File: src/rtl/xor_cksum_pkg.sv
// Shared constants for the XOR frame checksum block: default widths and FSM state encodings.
package xor_cksum_pkg;
  localparam int DEF_DATA_W = 8;
  localparam int DEF_CNT_W  = 8;

  typedef logic [1:0] state_t;
  localparam state_t IDLE  = 2'd0;
  localparam state_t ACCUM = 2'd1;
  localparam state_t HOLD  = 2'd2;
endpackage

File: src/rtl/xor_cksum_acc.sv
// Checksum fold step: acc_next from acc and one input byte.
// XOR_CKSUM_ROTATE_EN selects the order-sensitive rotate-then-XOR fold.
module xor_cksum_acc
  import xor_cksum_pkg::*;
#(
  parameter int DATA_W = DEF_DATA_W
) (
  input  logic [DATA_W-1:0] acc,
  input  logic [DATA_W-1:0] in_data,
  output logic [DATA_W-1:0] acc_next
);
`ifdef XOR_CKSUM_ROTATE_EN
  assign acc_next = {acc[DATA_W-2:0], acc[DATA_W-1]} ^ in_data;
`else
  assign acc_next = acc ^ in_data;
`endif
endmodule

File: src/rtl/xor_frame_checksum.sv
// Folds each in_last-delimited frame into an XOR checksum plus saturating beat count,
// and holds the result on a valid/ready port. Optional macro: XOR_CKSUM_ROTATE_EN.
module xor_frame_checksum
  import xor_cksum_pkg::*;
#(
  parameter int DATA_W = DEF_DATA_W,
  parameter int CNT_W  = DEF_CNT_W
) (
  input  logic              clk,
  input  logic              reset_n,
  input  logic              in_valid,
  output logic              in_ready,
  input  logic [DATA_W-1:0] in_data,
  input  logic              in_last,
  output logic              sum_valid,
  input  logic              sum_ready,
  output logic [DATA_W-1:0] sum_data,
  output logic [CNT_W-1:0]  sum_count,
  output logic              sum_ovf
);
  localparam logic [CNT_W-1:0] CNT_MAX = '1;

  state_t            state;
  logic [DATA_W-1:0] acc, acc_next;
  logic [CNT_W-1:0]  cnt, cnt_next;
  logic              ovf, ovf_next;
  logic              accept;

  xor_cksum_acc #(.DATA_W(DATA_W)) u_acc (
    .acc      (acc),
    .in_data  (in_data),
    .acc_next (acc_next)
  );

  assign in_ready = (state != HOLD);
  assign accept   = in_valid && in_ready;

  // Count sticks at max; any attempted increment past it flags overflow.
  assign cnt_next = (cnt == CNT_MAX) ? cnt : cnt + CNT_W'(1);
  assign ovf_next = ovf | (cnt == CNT_MAX);

  always_ff @(posedge clk or negedge reset_n) begin
    if (!reset_n) begin
      state     <= IDLE;
      acc       <= '0;
      cnt       <= '0;
      ovf       <= 1'b0;
      sum_valid <= 1'b0;
      sum_data  <= '0;
      sum_count <= '0;
      sum_ovf   <= 1'b0;
    end else if (accept) begin
      if (in_last) begin
        sum_data  <= acc_next;
        sum_count <= cnt_next;
        sum_ovf   <= ovf_next;
        sum_valid <= 1'b1;
        acc       <= '0;
        cnt       <= '0;
        ovf       <= 1'b0;
        state     <= HOLD;
      end else begin
        acc   <= acc_next;
        cnt   <= cnt_next;
        ovf   <= ovf_next;
        state <= ACCUM;
      end
    end else if (state == HOLD && sum_ready) begin
      sum_valid <= 1'b0;
      state     <= IDLE;
    end
  end
endmodule

File: config.mk
export PLATFORM = sky130hd
export DESIGN_NAME = xor_frame_checksum
export DESIGN_NICKNAME = d
export VERILOG_FILES = /design/src/rtl/xor_cksum_pkg.sv /design/src/rtl/xor_cksum_acc.sv /design/src/rtl/xor_frame_checksum.sv
export SDC_FILE = /design/constraint.sdc
export NUM_CORES = 1
export LEC_CHECK = 0
export ABC_AREA = 1
export CORE_MARGIN = 8
export CORE_UTILIZATION = 55
export DETAILED_ROUTE_END_ITERATION = 7
export GPL_TIMING_DRIVEN = 0
export HOLD_SLACK_MARGIN = 0.02
export PLACE_DENSITY = 0.91
export SETUP_SLACK_MARGIN = 0.1
export SKIP_CTS_REPAIR_TIMING = 1
export SLEW_MARGIN = 0
export SYNTH_ARGS = -nofsm -noshare
export SYNTH_HDL_FRONTEND = slang
export SYNTH_SLANG_ARGS = --single-unit
File: constraint.sdc
create_clock -name clk -period 2.52 [get_ports clk]
set_clock_uncertainty 0.2 [all_clocks]
set_input_delay 0.504 -clock clk [delete_from_list [all_inputs] [get_ports clk]]
set_output_delay 0.504 -clock clk [all_outputs]
set_load 0.03 [all_outputs]
### Word-level counts from Yosys, hierarchy flattened

Cells that the tools add are included.

| word-level totals | value |
|---|---|
| memories kept | 0 |
| RAM bits | 0 |
| output and inout bits | 19 |
| register bits | 37 |
| bits in read-only memories | 0 |
| word-level logic and storage cells | 30 |
| latch bits | 0 |
| bits of input ports | 13 |

| cells by class | value |
|---|---|
| add/sub/neg operators | 1 |
| multiply operators | 0 |
| equal/unequal tests | 4 |
| shift operators | 0 |
| bitwise gates (word level) | 2 |
| order comparisons | 0 |
| div/mod/pow operators | 0 |
| reductions and logical operators | 5 |
| mux-type cells | 10 |

Operator list:

| kind | number |
|---|---|
| 2-to-1 mux 8 bit | 3 |
| adder 8 x 1 -> 8 bit (second input constant) | 1 |
| == test 8 bit (second input constant) | 1 |
| XOR 8 bit | 1 |
| 2-to-1 mux 2 bit | 3 |
| 2-to-1 mux 1 bit | 4 |
| inequality test 2 bit (second input constant) | 2 |
| AND reduction 2 bit | 2 |
| == test 2 bit (second input constant) | 1 |
| logical AND 1 bit | 2 |
| nonzero test 2 bit | 1 |
| bitwise OR 1 bit | 1 |

### Logic depth before layout (Yosys ltp)

| logic depth | value |
|---|---|
| depth in word-level cells | 4 |
| mapped depth | 9 |
| gate-level depth less buffers | 8 |

### Modules after synthesis

From an unflattened synthesis, not the netlist that was laid out.

| second synthesis, totals | value |
|---|---|
| cells, all modules | 230 |
| area total of the unflattened synthesis | 1,811.7 µm² |

By module, submodules not included:

| module | instances | area an instance (µm²) | seq. area each (µm²) | cells an instance |
|---|---|---|---|---|
| xor_frame_checksum | 1 | 1,661.6 | 925.9 | 190 |
| xor_cksum_acc | 1 | 150.1 | 0.0 | 40 |

### Worst setup path after synthesis

Ideal clock, no wire load.

| timing path | value |
|---|---|
| path type | flip-flop to flip-flop |
| from | register state[0] |
| to | register sum_count[0] |
| cell stages (with the launch flop) | 10 |
| slack | 1,110 ps |
| path buffers | 1 |
| arrival | 1,094 ps |
| period minus slack after synthesis | 1,410 ps |
| data required time | 2,203 ps |
| setup time | 117 ps |
| cells stage by stage | dfrtp_1 -> inv_1 -> nand2_2 -> nand2_4 -> inv_4 -> nand2_4 -> buf_6 -> inv_6 -> nand2_1 -> nand2_1 |

| on the way | value |
|---|---|
| word-level cells in the longest chain between the ends | 3 |

RTL lines:

| item | line | text |
|---|---|---|
| from (decl) | xor_frame_checksum.sv:23 | `state_t state;` |
| from (signal assigned) | xor_frame_checksum.sv:44 | `state <= IDLE;` |
| from (signal assigned) | xor_frame_checksum.sv:61 | `state <= HOLD;` |
| from (signal assigned) | xor_frame_checksum.sv:66 | `state <= ACCUM;` |
| inequality test 2 bit | xor_frame_checksum.sv:35 | `assign in_ready = (state != HOLD);` |
| net in_ready | xor_frame_checksum.sv:12 | `output logic in_ready,` |
| logical AND 1 bit | xor_frame_checksum.sv:36 | `assign accept = in_valid && in_ready;` |
| AND reduction 2 bit (no source line) | - |  |
| to (signal assigned) | xor_frame_checksum.sv:55 | `sum_count <= cnt_next;` |
| to (decl) | xor_frame_checksum.sv:18 | `output logic [CNT_W-1:0] sum_count,` |

The timed path passes the listed nets, and every way through them passes these cells.
A chain may end at the register's enable or synchronous reset.

### Worst setup path in the final report

| timing path | value |
|---|---|
| from | register state[1] |
| to | output port in_ready |

| on the way | value |
|---|---|
| word-level cells in the longest chain between the ends | 1 |

RTL lines:

| item | line |
|---|---|
| inequality test 2 bit | xor_frame_checksum.sv:35 |
| to (decl) | xor_frame_checksum.sv:12 |

No other way between the ends.

==> results.cfg <==
[layout]
instances_no_fill = 262
syn_to_final_growth_pct = 23.83
drive_above_1_share = 0.1004
nNetsFinal = 243
fin_area_um2 = 2087
antenna-diode-count = 0

[global_route]
antenna_found_initial = 0
grt_util_all_layers = 0.1548
grt_max_degree = 38
grt_pass1_vias = 1488
grt_pass1_wl_um = 6313
overflow = 0

[clock_tree]
cts_sinks = 37
cts-htree-levels = 2
cts_tree = done
clk_latency_ps = 340
clk_pin_slew_ps = 100
cts_buffer_depth = 2
root_buffer = clkbuf_4
cts_buffers = 5

[synthesis]
synth_fp_nets = 205
ys_ff_latch = 37
yosysTopAreaCell = dfrtp_1
avgSynthCellArea_um2 = 8.824
ys_seq_area_frac = 0.5494
netlist_area_um2 = 1685
ys_warn_count = 0
yosys.area.top_type_share = 0.5494
yosys-top-cells-area = dfrtp_1, nand2_1, o21ai_0
synthCells = 191
yosysUniqueCellTypes = 20

[worst_hold_path]
hp-class = input pin to asynchronous set/reset pin

[critical_path]
worstPathArrival_ps = 1540
reg2regPathDepth = 8
reg2reg_from = cnt[1]$_DFFE_PN0P_
start_kind = register
reg2reg_slack_ps = 960
end_kind = output pin
r2r-end = cnt[0]$_DFFE_PN0P_
critPathRequiredTime_ps = 1820
worst-setup-path-type = register to output pin
cp_max_fo = 3

[sta]
drv_slew = 0
rsz0062_at_grt = no
tightest_slew_ps = 800.4
max_freq_mhz = 446.3
timing.final.ws_setup_ps = 279.1
fin_hold_ws_ps = 37.23
slew_headroom = 0.4664
post-route-min-period_ps = 2241
finalCritPeriodShare = 0.8892
setup_viol = 0
hold_viol_final = 0

[place]
port_buffers = 31
place_congestion = 0.8630
dp_slack_ps = 485.7
dp.cells = 255
place_hpwl_um = 2514
placed_area_um2 = 2032

[die]
pin_count = 32
core_region_area_um2 = 2978
start_util = 0.5660
die_x_um = 71.36
num_rows = 20
dieHeight_um = 71.36
die-area_um2 = 5092

[power]
power_leakage_nw = 1.000
switching_share = 0.3597
p_int_mw = 1.091
p_sw_mw = 0.6128
clock_power_share = 0.187
peakVddDrop_uv = 529.3
pwr-share-seq = 0.470
power.density_nw_per_um2 = 816.4
p_comb_frac = 0.343

[drt]
drcViolationCount = 0
ant_nets = 0
drtIter0Drc = 66
routed_wl_um = 3459
wl_per_cell_um = 13.20
vias = 1373
drt_pass1_iterations = 4
via_per_inst = 5.240

[job]
cap_violations = 0

[outcome]
status = complete, no violations
## metrics by stage
stage | setup TNS (ps) | power [mW] | utilization
after global placement | -1803 | 1.383 | 0.6840
final | 0 | 1.704 | 0.7008
after floorplan | 0 | 1.155 | -
after global routing | 0 | 1.807 | 0.7008
after detailed placement | 0 | 1.402 | 0.6824
after CTS | 0 | 1.723 | 0.7008
## metal layers
metal / vias up / part of all wire / track usage
met5: - / 0 / 0
met1: 655 / 0.42 / 0.1607
met4: 0 / 0.017 / 0.05543
li1: 677 / - / -
met3: 8 / 0.071 / 0.06555
met2: 33 / 0.49 / 0.2714
## synthesized netlist by cell type
| master | instances |
|---|---|
| xnor2_1 | 9 |
| buf_2 | 1 |
| a21oi_1 | 1 |
| o21ai_2 | 1 |
| ha_1 | 1 |
| dfrtp_1 | 37 |
| nand2_1 | 79 |
| buf_6 | 2 |
| inv_1 | 8 |
| inv_4 | 1 |
| nand2_2 | 2 |
| o21ai_1 | 3 |
| nor2_1 | 5 |
| o21ai_0 | 21 |
| nand3_1 | 11 |
| nor2_4 | 3 |
| nand2_4 | 3 |
| buf_4 | 1 |
| inv_6 | 1 |
| inv_2 | 1 |
## state kept, by name (all words and copies together) (netlist names)
name	count
acc	8
cnt	8
ovf	1
state	2
sum_count	8
sum_data	8
sum_ovf	1
sum_valid	1
## worst max-delay path, cell delays in order (launching register included)
cell and delay, ps:
dfrtp_1 410, nand2_2 110, clkdlybuf4s50_1 670
## kinds of logic (layout without fill, tap and decap cells)
logic type      count (synthesis)  in the layout  synth area share
xor+xnor                        9              9           0.04677
flops                          37             37            0.5494
simple gates                  103            103            0.2673
fa+ha+maj                       1              1          0.007423
compound gates                 26             26           0.07943
buf+inv                        15             53           0.04974
## area by class of cell
type | count | area, µm²
repair buffers | 31 | 305.3
clock buffers | 7 | 55.05
fillers | 222 | 890.9
multi-input cells | 139 | 675.6
plain buffers | 4 | 35.03
flip-flops and latches | 37 | 925.9
well taps | 33 | 41.29
inverters | 11 | 48.80
## power by group through the flow
stage | combinational [mW] | clock (mW) | sequential (mW)
after floorplan | 0.213 | 0 | 0.942
after global placement | 0.577 | 0 | 0.806
after detailed placement | 0.593 | 0 | 0.809
after CTS | 0.594 | 0.329 | 0.799
after global routing | 0.642 | 0.350 | 0.815
final | 0.585 | 0.319 | 0.800
## layout by cell type (no fill, tap or decap)
cell and instances:
nand2_1 79, dfrtp_1 37, clkdlybuf4s50_1 30, o21ai_0 21
nand3_1 11, xnor2_1 9, inv_1 8, nor2_1 5
clkbuf_4 5, nand2_4 3, nor2_4 3, o21ai_1 3
nand2_2 2, buf_2 2, buf_6 2, inv_4 1
inv_6 1, buf_4 1, a21oi_1 1, inv_2 1
o21ai_2 1, ha_1 1, clkbuf_8 1, clkbuf_1 1
## how the worst max path moves through the flow
| stage | startpoint | to | slack [ps] | cells after the start |
|---|---|---|---|---|
| CTS | state[1]$_DFFE_PN0P_ | in_ready | 260 | 2 |
| global route | state[1]$_DFFE_PN0P_ | in_ready | 200 | 2 |
| global placement | reset_n | acc[4]$_DFFE_PN0P_ | -50 | 1 |
| detailed placement | in_valid | acc[1]$_DFFE_PN0P_ | 490 | 5 |
| floorplan | state[0]$_DFFE_PN0P_ | sum_count[0]$_DFFE_PN0P_ | 1110 | 9 |
| finish | state[1]$_DFFE_PN0P_ | in_ready | 280 | 2 |
(Power assumes the default switching activity.)
